==> src/rtl/alu_seq.sv <==
// Handshaked sequential ALU for the ez8 core: one operation in flight, registered results.
// Define ALU_SEQ_MUL_EN to build the iterative shift-add multiplier for opcode 12.
module alu_seq #(
    parameter int WIDTH   = 8,
    parameter int SHIFT_W = $clog2(WIDTH)
) (
    input  logic             clk,
    input  logic             reset,
    input  logic             in_valid,
    output logic             in_ready,
    input  logic [3:0]       op,
    input  logic [WIDTH-1:0] a,
    input  logic [WIDTH-1:0] b,
    input  logic             cin,
    output logic             out_valid,
    input  logic             out_ready,
    output logic [WIDTH-1:0] result,
    output logic [WIDTH-1:0] result_hi,
    output logic             carry,
    output logic             zero,
    output logic             skip,
    output logic             illegal
);

    localparam logic [1:0] ST_IDLE = 2'd0;
    localparam logic [1:0] ST_BUSY = 2'd1;
    localparam logic [1:0] ST_DONE = 2'd2;

    localparam logic [3:0] OP_ADD  = 4'd0;
    localparam logic [3:0] OP_SUB  = 4'd1;
    localparam logic [3:0] OP_ADDC = 4'd2;
    localparam logic [3:0] OP_SUBC = 4'd3;
    localparam logic [3:0] OP_AND  = 4'd4;
    localparam logic [3:0] OP_OR   = 4'd5;
    localparam logic [3:0] OP_XOR  = 4'd6;
    localparam logic [3:0] OP_ANDN = 4'd7;
    localparam logic [3:0] OP_SHL  = 4'd8;
    localparam logic [3:0] OP_SHR  = 4'd9;
    localparam logic [3:0] OP_SRA  = 4'd10;
    localparam logic [3:0] OP_ROL  = 4'd11;
    localparam logic [3:0] OP_MUL  = 4'd12;
    localparam logic [3:0] OP_SKEQ = 4'd13;
    localparam logic [3:0] OP_SKNE = 4'd14;
    localparam logic [3:0] OP_SKLT = 4'd15;

    localparam logic [SHIFT_W:0] CNT_ONE = (SHIFT_W+1)'(1);
    localparam logic [SHIFT_W:0] CNT_MUL = (SHIFT_W+1)'(WIDTH);

    logic [1:0]       state_r;
    logic [SHIFT_W:0] cnt_r;
    logic [3:0]       op_r;
    logic [WIDTH-1:0] work_r;
    logic [WIDTH-1:0] result_r;
    logic [WIDTH-1:0] result_hi_r;
    logic             carry_r;
    logic             zero_r;
    logic             skip_r;
    logic             illegal_r;
`ifdef ALU_SEQ_MUL_EN
    logic [WIDTH-1:0] work_hi_r;
    logic [WIDTH-1:0] mcand_r;
    logic [WIDTH:0]   mul_sum_s;
`endif

    logic             accept_s;
    logic [WIDTH-1:0] b_op_s;
    logic             cin_op_s;
    logic [WIDTH:0]   sum_s;
    logic             go_busy_s;
    logic [WIDTH-1:0] one_res_s;
    logic             one_carry_s;
    logic             one_skip_s;
    logic             one_illegal_s;
    logic [WIDTH-1:0] step_work_s;
    logic [WIDTH-1:0] step_hi_s;
    logic             step_carry_s;
    logic [SHIFT_W-1:0] shamt_s;

    assign in_ready  = (state_r == ST_IDLE) || ((state_r == ST_DONE) && out_ready);
    assign accept_s  = in_valid && in_ready;
    assign shamt_s   = b[SHIFT_W-1:0];
    assign out_valid = (state_r == ST_DONE);
    assign result    = result_r;
    assign result_hi = result_hi_r;
    assign carry     = carry_r;
    assign zero      = zero_r;
    assign skip      = skip_r;
    assign illegal   = illegal_r;

    // Operand conditioning for the shared WIDTH+1 bit adder
    always_comb begin
        b_op_s   = b;
        cin_op_s = 1'b0;
        case (op)
            OP_SUB:  begin b_op_s = ~b; cin_op_s = 1'b1; end
            OP_ADDC: begin b_op_s = b;  cin_op_s = cin;  end
            OP_SUBC: begin b_op_s = ~b; cin_op_s = cin;  end
            default: begin b_op_s = b;  cin_op_s = 1'b0; end
        endcase
        sum_s = {1'b0, a} + {1'b0, b_op_s} + {{WIDTH{1'b0}}, cin_op_s};
    end

    // Single-cycle results and the decision to enter the iterative path
    always_comb begin
        one_res_s     = a;
        one_carry_s   = 1'b0;
        one_skip_s    = 1'b0;
        one_illegal_s = 1'b0;
        go_busy_s     = 1'b0;
        case (op)
            OP_ADD, OP_SUB, OP_ADDC, OP_SUBC: begin
                one_res_s   = sum_s[WIDTH-1:0];
                one_carry_s = sum_s[WIDTH];
            end
            OP_AND:  one_res_s = a & b;
            OP_OR:   one_res_s = a | b;
            OP_XOR:  one_res_s = a ^ b;
            OP_ANDN: one_res_s = a & ~b;
            OP_SHL, OP_SHR, OP_SRA, OP_ROL: go_busy_s = (shamt_s != '0);
`ifdef ALU_SEQ_MUL_EN
            OP_MUL:  go_busy_s = 1'b1;
`else
            OP_MUL: begin
                one_res_s     = '0;
                one_illegal_s = 1'b1;
            end
`endif
            OP_SKEQ: one_skip_s = (a == b);
            OP_SKNE: one_skip_s = (a != b);
            OP_SKLT: one_skip_s = (a < b);
            default: one_res_s = a;
        endcase
    end

    // One iteration of the held shift/rotate or shift-add multiply
    always_comb begin
        step_work_s  = work_r;
        step_hi_s    = '0;
        step_carry_s = 1'b0;
`ifdef ALU_SEQ_MUL_EN
        mul_sum_s    = {1'b0, work_hi_r} + (work_r[0] ? {1'b0, mcand_r} : {(WIDTH+1){1'b0}});
`endif
        case (op_r)
            OP_SHL: begin
                step_work_s  = {work_r[WIDTH-2:0], 1'b0};
                step_carry_s = work_r[WIDTH-1];
            end
            OP_SHR: begin
                step_work_s  = {1'b0, work_r[WIDTH-1:1]};
                step_carry_s = work_r[0];
            end
            OP_SRA: begin
                step_work_s  = {work_r[WIDTH-1], work_r[WIDTH-1:1]};
                step_carry_s = work_r[0];
            end
            OP_ROL: begin
                step_work_s  = {work_r[WIDTH-2:0], work_r[WIDTH-1]};
                step_carry_s = work_r[WIDTH-1];
            end
`ifdef ALU_SEQ_MUL_EN
            OP_MUL: begin
                step_work_s = {mul_sum_s[0], work_r[WIDTH-1:1]};
                step_hi_s   = mul_sum_s[WIDTH:1];
            end
`endif
            default: step_work_s = work_r;
        endcase
    end

    // Control FSM, iteration registers and the registered result bank
    always_ff @(posedge clk) begin
        if (reset) begin
            state_r     <= ST_IDLE;
            cnt_r       <= '0;
            op_r        <= 4'd0;
            work_r      <= '0;
            result_r    <= '0;
            result_hi_r <= '0;
            carry_r     <= 1'b0;
            zero_r      <= 1'b0;
            skip_r      <= 1'b0;
            illegal_r   <= 1'b0;
`ifdef ALU_SEQ_MUL_EN
            work_hi_r   <= '0;
            mcand_r     <= '0;
`endif
        end else if (accept_s) begin
            op_r <= op;
            if (go_busy_s) begin
                state_r <= ST_BUSY;
                work_r  <= a;
                cnt_r   <= (op == OP_MUL) ? CNT_MUL : {1'b0, shamt_s};
`ifdef ALU_SEQ_MUL_EN
                work_hi_r <= '0;
                mcand_r   <= b;
`endif
            end else begin
                state_r     <= ST_DONE;
                result_r    <= one_res_s;
                result_hi_r <= '0;
                carry_r     <= one_carry_s;
                zero_r      <= (one_res_s == '0);
                skip_r      <= one_skip_s;
                illegal_r   <= one_illegal_s;
            end
        end else begin
            case (state_r)
                ST_BUSY: begin
                    work_r <= step_work_s;
                    cnt_r  <= cnt_r - CNT_ONE;
`ifdef ALU_SEQ_MUL_EN
                    work_hi_r <= step_hi_s;
`endif
                    if (cnt_r == CNT_ONE) begin
                        state_r     <= ST_DONE;
                        result_r    <= step_work_s;
                        result_hi_r <= step_hi_s;
                        carry_r     <= step_carry_s;
                        zero_r      <= (step_work_s == '0);
                        skip_r      <= 1'b0;
                        illegal_r   <= 1'b0;
                    end else begin
                        state_r <= ST_BUSY;
                    end
                end
                ST_DONE: state_r <= out_ready ? ST_IDLE : ST_DONE;
                default: state_r <= ST_IDLE;
            endcase
        end
    end

endmodule

==> config.mk <==
export PLATFORM = sky130hd
export DESIGN_NAME = alu_seq
export DESIGN_NICKNAME = d
export VERILOG_FILES = /design/src/rtl/alu_seq.sv
export SDC_FILE = /design/constraint.sdc
export NUM_CORES = 1
export LEC_CHECK = 0
export BUFFER_PORTS_ARGS = -buffer_cell sky130_fd_sc_hd__buf_2
export CORE_MARGIN = 2
export CORE_UTILIZATION = 53
export CTS_CLUSTER_DIAMETER = 50
export DETAILED_ROUTE_END_ITERATION = 10
export GPL_TIMING_DRIVEN = 0
export HOLD_SLACK_MARGIN = 0.15
export PLACE_DENSITY = 0.75
export SYNTH_ARGS = -nofsm -noshare
export SYNTH_HDL_FRONTEND = slang
export SYNTH_SLANG_ARGS = --single-unit
==> constraint.sdc <==
create_clock -name clk -period 3.8 [get_ports clk]
set_clock_uncertainty 0.15 [all_clocks]
set_input_delay 0 -clock clk [delete_from_list [all_inputs] [get_ports clk]]
set_output_delay 0 -clock clk [all_outputs]
set_load 0.05 [all_outputs]
==> results.sh, run 1 <==
export IMPL_maxCapViolCount=0
export IMPL_fin_ws_ps=177
export IMPL_rows=27
export IMPL_gp_congestion=0.945
export IMPL_ys_types=65
export IMPL_finalCriticalPeriod_ps=3620
export IMPL_grt_overflow_total=0
export IMPL_post_cts_buffers=0
export IMPL_clock_root_buffer="clkbuf_8"
export IMPL_r2r_worst_path_cells=10
export IMPL_start_util_pct=55.7
export IMPL_clkSinkCount=30
export IMPL_whs_path_depth=6
export IMPL_setup_violations=0
export IMPL_synth_warning_count=0
export IMPL_placed_cells=539
export IMPL_nFillCells=514
export IMPL_drt_first_pass_iters=5
export IMPL_wl_um=9410
export IMPL_tightest_slew_ps=1080
export IMPL_io_pins=47
export IMPL_grt_met1_usage_pct=42.6
export IMPL_synth_ff_type="dfxtp_1"
export IMPL_antenna_found_initial=0
export IMPL_seq_area_frac_synth_pct=19.3
export IMPL_cp_required_ps=3870
export IMPL_numCtsBuffers=5
export IMPL_arrival_ps=3690
export IMPL_cts_buffer_depth=2
export IMPL_cp_end_kind="flip-flop"
export IMPL_chipHeight_um=80.6
export IMPL_grt_max_degree=11
export IMPL_place_worst_setup_slack_ps=-632
export IMPL_hold_path_class="input pin to flip-flop"
export IMPL_die_w_um=80.6
export IMPL_gr_usage_met2_pct=49.9
export IMPL_synth_compound_area_share_pct=28.0
export IMPL_fin_cells=563
export IMPL_synth_top_family_by_area="compound AO/OA/AOI/OAI gates"
export IMPL_avgSynthCellArea_um2=7.34
export IMPL_fin_crit_sh_pct=95.3
export IMPL_drv_slew=0
export IMPL_synth_edff_count=0
export IMPL_antennaDiodeCount=0
export IMPL_grt_pass1_wl_um=15800
export IMPL_grt_setup_unrepaired="no"
export IMPL_vias_per_cell=6.11
export IMPL_path_clk_slew_ps=70
export IMPL_final_nets=545
export IMPL_combPwrFrac_pct=41.7
export IMPL_num_vias=3441
export IMPL_cts_tree="yes"
export IMPL_drive_above_1_share_pct=15.7
export IMPL_crit_fanout=10
export IMPL_grt_pass1_vias=3132
export IMPL_swShare_pct=40.3
export IMPL_synthAdderAreaFrac_pct=12.6
export IMPL_p_sw_uw=439
export IMPL_io_buffers=37
export IMPL_synth_simple_area_share_pct=25.5
export IMPL_grt_met3_usage_pct=3.15
export IMPL_critPathKind="input pin to flip-flop"
export IMPL_peakVddDrop_mv=0.247
export IMPL_async_reset_ff_share_pct=0
export IMPL_synthMuxAreaShare_pct=2.98
export IMPL_hold_viol=0
export IMPL_postRouteAntennaNets=0
export IMPL_max_freq_mhz=276
export IMPL_h_tree_depth=2
export IMPL_status="finished clean"
export IMPL_critical_path_startpoint_type="input pin"
export IMPL_drt_initial_drc_count=333
export IMPL_synth_seq_cells=30
export IMPL_leakagePower_nw=1.56
export IMPL_slew_headroom_pct=26.9
export IMPL_grt_busiest_layer="met2"
export IMPL_core_um2=5570
export IMPL_pwr_share_clk_pct=25.7
export IMPL_clk_latency_ps=290
export IMPL_syn_area_um2=3110
export IMPL_power_frac_seq_pct=32.6
export IMPL_die_area_um2=6490
export IMPL_final_util_pct=66.0
export IMPL_grtUsageTotal_pct=31.3
export IMPL_wl_per_cell_um=16.7
export IMPL_internal_power_uw=650
export IMPL_synthToLayoutAreaGrowth_pct=18.4
export IMPL_syn_inst=423
export IMPL_power_density_nw_per_um2=296
export IMPL_synth_xor_area_share_pct=2.82
export IMPL_drc_errors=0
export IMPL_place_hpwl_um=7140
## Yosys cell counts (4+ instances only)
cell type	number	area share, %
nor2_1	55	6.6
nand2_1	35	4.2
a21oi_1	32	5.2
dfxtp_1	30	19
ha_1	28	11
inv_1	26	3.1
o21ai_0	22	3.5
a211oi_1	16	3.9
clkbuf_1	15	1.8
nand3_1	11	1.8
nor3_1	11	1.8
a31oi_1	9	1.8
buf_4	9	2.2
xnor2_1	9	2.5
mux2i_1	7	2.3
nand2b_1	6	1.2
nor2b_1	6	1.2
o211ai_1	6	1.4
and3b_1	5	1.4
nand4_1	5	1.0
nor4_1	5	1.0
a2bb2oi_1	4	1.1
and2_1	4	0.81
buf_2	4	0.64
## flip-flops by register name (all words and copies together) (netlist names)
register  flops
cnt_r         4
skip          1
carry         1
zero          1
result        8
illegal       1
work_r        8
op_r          4
state_r       2
## power by group through the flow
| stage | registers (mW) | clock network [mW] | logic [mW] |
|---|---|---|---|
| floorplan | 0.392 | 0 | 0.292 |
| global placement | 0.361 | 0 | 0.425 |
| global route | 0.358 | 0.295 | 0.497 |
| detailed placement | 0.362 | 0 | 0.431 |
| finish | 0.355 | 0.279 | 0.455 |
| CTS | 0.355 | 0.276 | 0.447 |
## layer usage
layer / routed length (um) / vias to the layer above
met4: 320 / 0
li1: - / 1650
met1: 4090 / 1572
met2: 4260 / 189
met3: 741 / 30
met5: 0 / -
## path summary, 6_finish.rpt
| kind | endpoint | slack, ps | start |
|---|---|---|---|
| setup / recovery | zero | 180 | op[2] |
| hold / removal | zero | 180 | b[3] |
| setup reg to reg | state_r[1] | 590 | state_r[0] |
| hold reg to reg | result[7] | 310 | result[7] |
## placed cells by master (no fill, tap or decap), types with 3 or more instances in the layout
cell           synthesis  routed
dlygate4sd3_1          0      18
nor4_1                 5       5
mux2i_1                7       7
buf_4                  9       9
a31oi_1                9       9
clkbuf_8               1       7
nor3_1                11      11
nand3_1               11      11
a311oi_1               3       3
nand4_1                5       5
buf_2                  4      41
and2_1                 4       3
o22ai_1                3       3
or3_1                  3       3
nor2_1                55      55
dfxtp_1               30      30
a2bb2oi_1              4       4
nor2b_1                6       6
o21ai_0               22      22
xnor2_1                9       9
a211o_1                3       3
a21o_1                 3       3
ha_1                  28      28
conb_1                 1       8
inv_1                 26      26
a211oi_1              16      16
nand2_1               35      35
clkbuf_1              15      12
and3b_1                5       5
a21oi_1               32      32
nand2b_1               6       6
o211ai_1               6       6
## area by class of cell
| class | count | area, um^2 | share of cell area, % |
|---|---|---|---|
| Clock buffer | 6 | 82.6 | 2.24 |
| Buffer | 29 | 166 | 4.52 |
| Inverter | 26 | 97.6 | 2.65 |
| Tap cell | 72 | 90.1 | 2.45 |
| Multi-Input combinational cell | 343 | 2260 | 61.5 |
| Sequential cell | 30 | 601 | 16.3 |
| Clock inverter | 2 | 12.5 | 0.340 |
| Timing Repair Buffer | 55 | 365 | 9.93 |
## kinds of logic after synthesis
kind of cell	after synthesis
buffers and inverters	57
adders and majority gates	30
AOI/OAI and AO/OA	127
muxes	9
and+or+nand+nor	159
DFF	30
other	1
xor gates and xnor gates	10
## through the flow
step / power [mW] / hold slack, ps / TNS, ps / area [um^2]
2_1_floorplan: 0.684 / 25.1 / 0 / 3130
3_3_place_gp: 0.786 / 191 / -1330 / 3410
3_5_place_dp: 0.793 / 210 / -1490 / 3410
4_1_cts: 1.08 / 165 / 0 / 3680
5_1_grt: 1.15 / 235 / 0 / 3680
6_report: 1.09 / 177 / 0 / 3680
## worst max-delay path: stages
cell and delay, ps:
buf_2 150, nor2_1 440, and2_2 420, xnor2_1 130
fa_1 480, fa_1 460, a211oi_2 320, nor3b_4 100
mux2i_1 150, or3_1 410, or4_1 540, o22ai_2 90
## timing repair
action                                  CTS  global route
cloned                                    0             0
resized for setup                         2             0
hold endpoints to repair                 20             0
hold buffers                             18             0
endpoints found under the setup margin    2             2
pin swaps                                 0             0
No activity file was read; power rests on OpenSTA's default activity.
==> run 2, diff against run 1 <==
Settings changed: SETUP_SLACK_MARGIN from default to 0.3.
==> results.sh, run 2 (same netlist as run 1, synthesis figures left out) <==
export IMPL_critPathKind="input pin to flip-flop"
export IMPL_drive_above_1_share_pct=16.5
export IMPL_num_vias=3449
export IMPL_grt_busiest_layer="met2"
export IMPL_grt_pass1_vias=3146
export IMPL_clk_latency_ps=280
export IMPL_peakVddDrop_mv=0.267
export IMPL_wl_um=9680
export IMPL_antennaDiodeCount=0
export IMPL_drt_initial_drc_count=382
export IMPL_timing_hold_ws_ps=153
export IMPL_drc_errors=0
export IMPL_max_freq_mhz=299
export IMPL_mostFrequentLayoutCell="nor2_1"
export IMPL_grt_met1_usage_pct=39.8
export IMPL_io_pins=47
export IMPL_rows=27
export IMPL_post_cts_buffers=0
export IMPL_drv_slew=0
export IMPL_hold_viol=0
export IMPL_grt_max_degree=11
export IMPL_finalCriticalPeriod_ps=3350
export IMPL_clkSinkCount=30
export IMPL_critical_path_startpoint_type="input pin"
export IMPL_grt_pass1_wl_um=15700
export IMPL_drt_first_pass_iters=5
export IMPL_placed_cells=539
export IMPL_h_tree_depth=2
export IMPL_wl_per_cell_um=17.2
export IMPL_die_w_um=80.6
export IMPL_clock_root_buffer="clkbuf_8"
export IMPL_leakagePower_nw=1.57
export IMPL_cts_buffer_depth=2
export IMPL_chipHeight_um=80.6
export IMPL_start_util_pct=55.7
export IMPL_antenna_found_initial=0
export IMPL_place_worst_setup_slack_ps=-321
export IMPL_final_area_um2=3700
export IMPL_final_nets=544
export IMPL_gr_usage_met2_pct=53.2
export IMPL_numCtsBuffers=5
export IMPL_tightest_slew_ps=1180
export IMPL_grtUsageTotal_pct=30.9
export IMPL_timing_setup_tns_ps=0
export IMPL_slew_headroom_pct=20.0
export IMPL_grt_met3_usage_pct=3.60
export IMPL_core_um2=5570
export IMPL_path_clk_slew_ps=70
export IMPL_vias_per_cell=6.14
export IMPL_io_buffers=37
export IMPL_grt_setup_unrepaired="no"
export IMPL_arrival_ps=3410
export IMPL_status="finished clean"
export IMPL_fin_cells=562
export IMPL_placed_area_um2=3410
export IMPL_fin_crit_sh_pct=88.1
export IMPL_power_density_nw_per_um2=310
export IMPL_gp_congestion=1.06
export IMPL_cp_end_kind="flip-flop"
export IMPL_postRouteAntennaNets=0
export IMPL_fin_ws_ps=453
export IMPL_hold_path_class="input pin to flip-flop"
export IMPL_crit_fanout=10
export IMPL_most_common_layout_cells="nor2_1 (54), buf_2 (41), nand2_1 (35), a21oi_1 (32), dfxtp_1 (30)"
export IMPL_die_area_um2=6490
export IMPL_place_hpwl_um=7280
export IMPL_synthToLayoutAreaGrowth_pct=19.0
export IMPL_cp_required_ps=3860
export IMPL_grt_overflow_total=0
export IMPL_maxCapViolCount=0
export IMPL_cts_tree="yes"
export IMPL_setup_violations=0
-- run 2: cell count changes in the layout (fill, tap and decap cells not counted), sizes merged --
cell and delta:
dlygate4sd3 -3, buf +2, bufinv +1, clkbuf -1, clkinv +1, clkinvlp -1
-- run 2: final cells by class --
| cell class | count | area, um^2 |
|---|---|---|
| multi-input combinational | 343 | 2280 |
| fill | 485 | 1880 |
| sequential | 30 | 601 |
| timing repair buffer | 52 | 335 |
| buffer | 31 | 188 |
| inverter | 26 | 97.6 |
| tap | 72 | 90.1 |
| clock buffer | 5 | 68.8 |
| clock inverter | 3 | 40.0 |
-- run 2: final timing paths --
path,startpoint,to,slack [ps],depth (start not counted)
max,op[0],zero,450,14
min reg2reg,result[2],result[2],300,2
max reg2reg,state_r[0],state_r[1],540,10
min,op[2],op_r[2],150,4
-- run 2: layer usage --
| layer | up-vias | routed length (um) |
|---|---|---|
| met4 | 0 | 315 |
| met2 | 199 | 4660 |
| met1 | 1574 | 3950 |
| met5 | - | 0 |
| met3 | 30 | 755 |
| li1 | 1646 | - |
-- run 2: where the power goes --
group          internal, mW  total [mW]  switching, mW
registers             0.336       0.355         0.0196
clock network         0.193       0.327          0.134
logic                 0.171       0.463          0.292
-- run 2: critical path, stage by stage --
cell      delay [ps]
buf_2            130
clkbuf_4         180
buf_4            180
and2_1           150
buf_6            150
xnor2_1          150
fa_2             400
fa_2             460
a211oi_4         280
nor3b_4           90
mux2i_1          150
or3_1            420
or4_1            550
o22ai_2          100
-- run 2: per-stage QoR --
stage,power (mW),utilization [%]
2_1_floorplan,0.684,-
3_3_place_gp,0.787,61.2
3_5_place_dp,0.794,61.2
4_1_cts,1.13,66.2
5_1_grt,1.20,66.3
6_report,1.15,66.3
-- run 2: timing repair --
item                       in CTS  in global routing
resized for setup               6                  6
setup endpoints to repair       2                  2
hold buffers                   15                  0
hold endpoints to repair       16                  0
pin swaps                       1                  2
==> run 3, diff against run 2 <==
Settings changed: CORE_ASPECT_RATIO from default to 0.5.
==> results.sh, run 3 (same netlist as run 1, synthesis figures left out) <==
export IMPL_combPwrFrac_pct=34.4
export IMPL_maxCapViolCount=0
export IMPL_placed_area_um2=3410
export IMPL_cp_required_ps=3860
export IMPL_final_util_pct=68.5
export IMPL_timing_setup_tns_ps=0
export IMPL_grt_pass1_wl_um=15300
export IMPL_synthToLayoutAreaGrowth_pct=22.6
export IMPL_slew_headroom_pct=27.5
export IMPL_most_common_layout_cells="nor2_1 (54), buf_2 (41), nand2_1 (35), a21oi_1 (32), dfxtp_1 (30)"
export IMPL_numCtsBuffers=5
export IMPL_power_frac_seq_pct=26.3
export IMPL_mostFrequentLayoutCell="nor2_1"
export IMPL_rows=19
export IMPL_postRouteAntennaNets=0
export IMPL_num_vias=3389
export IMPL_clkSinkCount=30
export IMPL_post_cts_buffers=0
export IMPL_drt_first_pass_iters=5
export IMPL_clock_root_buffer="clkbuf_16"
export IMPL_antenna_found_initial=0
export IMPL_core_um2=5560
export IMPL_place_worst_setup_slack_ps=-267
export IMPL_setup_violations=0
export IMPL_cts_buffer_depth=2
export IMPL_h_tree_depth=2
export IMPL_chipHeight_um=58.1
export IMPL_gp_congestion=0.936
export IMPL_vias_per_cell=6.00
export IMPL_hold_path_class="input pin to flip-flop"
export IMPL_power_total_mw=1.35
export IMPL_grt_max_degree=11
export IMPL_critPathKind="input pin to flip-flop"
export IMPL_fin_ws_ps=498
export IMPL_start_util_pct=55.8
export IMPL_die_area_um2=6530
export IMPL_final_nets=546
export IMPL_crit_fanout=10
export IMPL_p_sw_uw=451
export IMPL_io_pins=47
export IMPL_internal_power_uw=902
export IMPL_max_freq_mhz=303
export IMPL_grt_setup_unrepaired="no"
export IMPL_status="finished clean"
export IMPL_grt_pass1_vias=3113
export IMPL_cp_end_kind="flip-flop"
export IMPL_path_clk_slew_ps=50
export IMPL_critical_path_startpoint_type="input pin"
export IMPL_fin_cells=565
export IMPL_drv_slew=0
export IMPL_place_hpwl_um=7120
export IMPL_die_w_um=112
export IMPL_antennaDiodeCount=0
export IMPL_wl_um=9530
export IMPL_io_buffers=37
export IMPL_pwr_share_clk_pct=39.4
export IMPL_peakVddDrop_mv=0.317
export IMPL_final_area_um2=3810
export IMPL_hold_viol=0
export IMPL_timing_hold_ws_ps=152
export IMPL_tightest_slew_ps=1070
export IMPL_drc_errors=0
export IMPL_power_density_nw_per_um2=355
export IMPL_placed_cells=540
export IMPL_drive_above_1_share_pct=16.5
export IMPL_grtUsageTotal_pct=29.3
export IMPL_leakagePower_nw=1.61
export IMPL_wl_per_cell_um=16.9
export IMPL_drt_initial_drc_count=225
export IMPL_clk_latency_ps=280
export IMPL_grt_overflow_total=0
export IMPL_finalCriticalPeriod_ps=3300
export IMPL_cts_tree="yes"
export IMPL_arrival_ps=3360
export IMPL_fin_crit_sh_pct=86.9
export IMPL_swShare_pct=33.4
==> run 3: cell types whose count changed in the layout (fill, tap and decap cells not counted) <==
cell	change
buf_6	-1
bufinv_16	+1
clkbuf_8	-4
clkinv_2	-2
nor2_4	+1
dlygate4sd3_1	+2
buf_4	+1
clkbuf_16	+5
nor2_2	-1
==> run 3: timing repair <==
action / CTS / global route
endpoints found under the setup margin: 2 / 1
hold buffers: 17 / 0
endpoints found under the hold margin: 18 / 0
resized for setup: 5 / 7
pin swaps: 1 / 1
==> run 3: final cells by class <==
class                   count  area [um^2]
flip-flops and latches     30          601
inverters                  26         97.6
clock inverters             2         60.1
multi-input cells         343         2280
well taps                  73         91.3
repair buffers             54          355
plain buffers              31          184
clock buffers               6          139
fillers                   471         1750
==> run 3: worst max-delay path, stage by stage <==
cell,delay [ps]
buf_2,120
clkbuf_4,180
buf_4,190
and2_1,150
buf_4,180
xnor2_1,160
fa_2,390
fa_2,390
a211oi_4,280
nor3b_4,90
mux2i_1,140
or3_1,430
or4_1,560
o22ai_2,90
==> run 3: power by group through the flow <==
stage / sequential (mW) / combinational [mW] / clock [mW]
2_1_floorplan: 0.392 / 0.292 / 0
3_3_place_gp: 0.361 / 0.429 / 0
3_5_place_dp: 0.361 / 0.432 / 0
4_1_cts: 0.355 / 0.450 / 0.532
5_1_grt: 0.358 / 0.501 / 0.552
6_report: 0.355 / 0.465 / 0.533
==> run 3: layer usage <==
metal | GRT usage (%) | part of all wire (%) | routed length (um) | up-vias
met3 | 5.44 | 9.1 | 867 | 9
li1 | - | - | - | 1653
met5 | 0 | 0 | 0 | -
met1 | 41.4 | 47 | 4440 | 1568
met4 | 8.01 | 0.84 | 80 | 0
met2 | 46.6 | 43 | 4140 | 159
==> run 3: path summary, 6_finish.rpt <==
kind / startpoint / end / slack (ps) / cells after the start
worst max-delay path: op[0] / zero / 500 / 14
worst min-delay path: a[2] / work_r[2] / 150 / 5
worst max register to register: state_r[0] / state_r[1] / 530 / 10
worst min register to register: result[2] / result[2] / 310 / 2
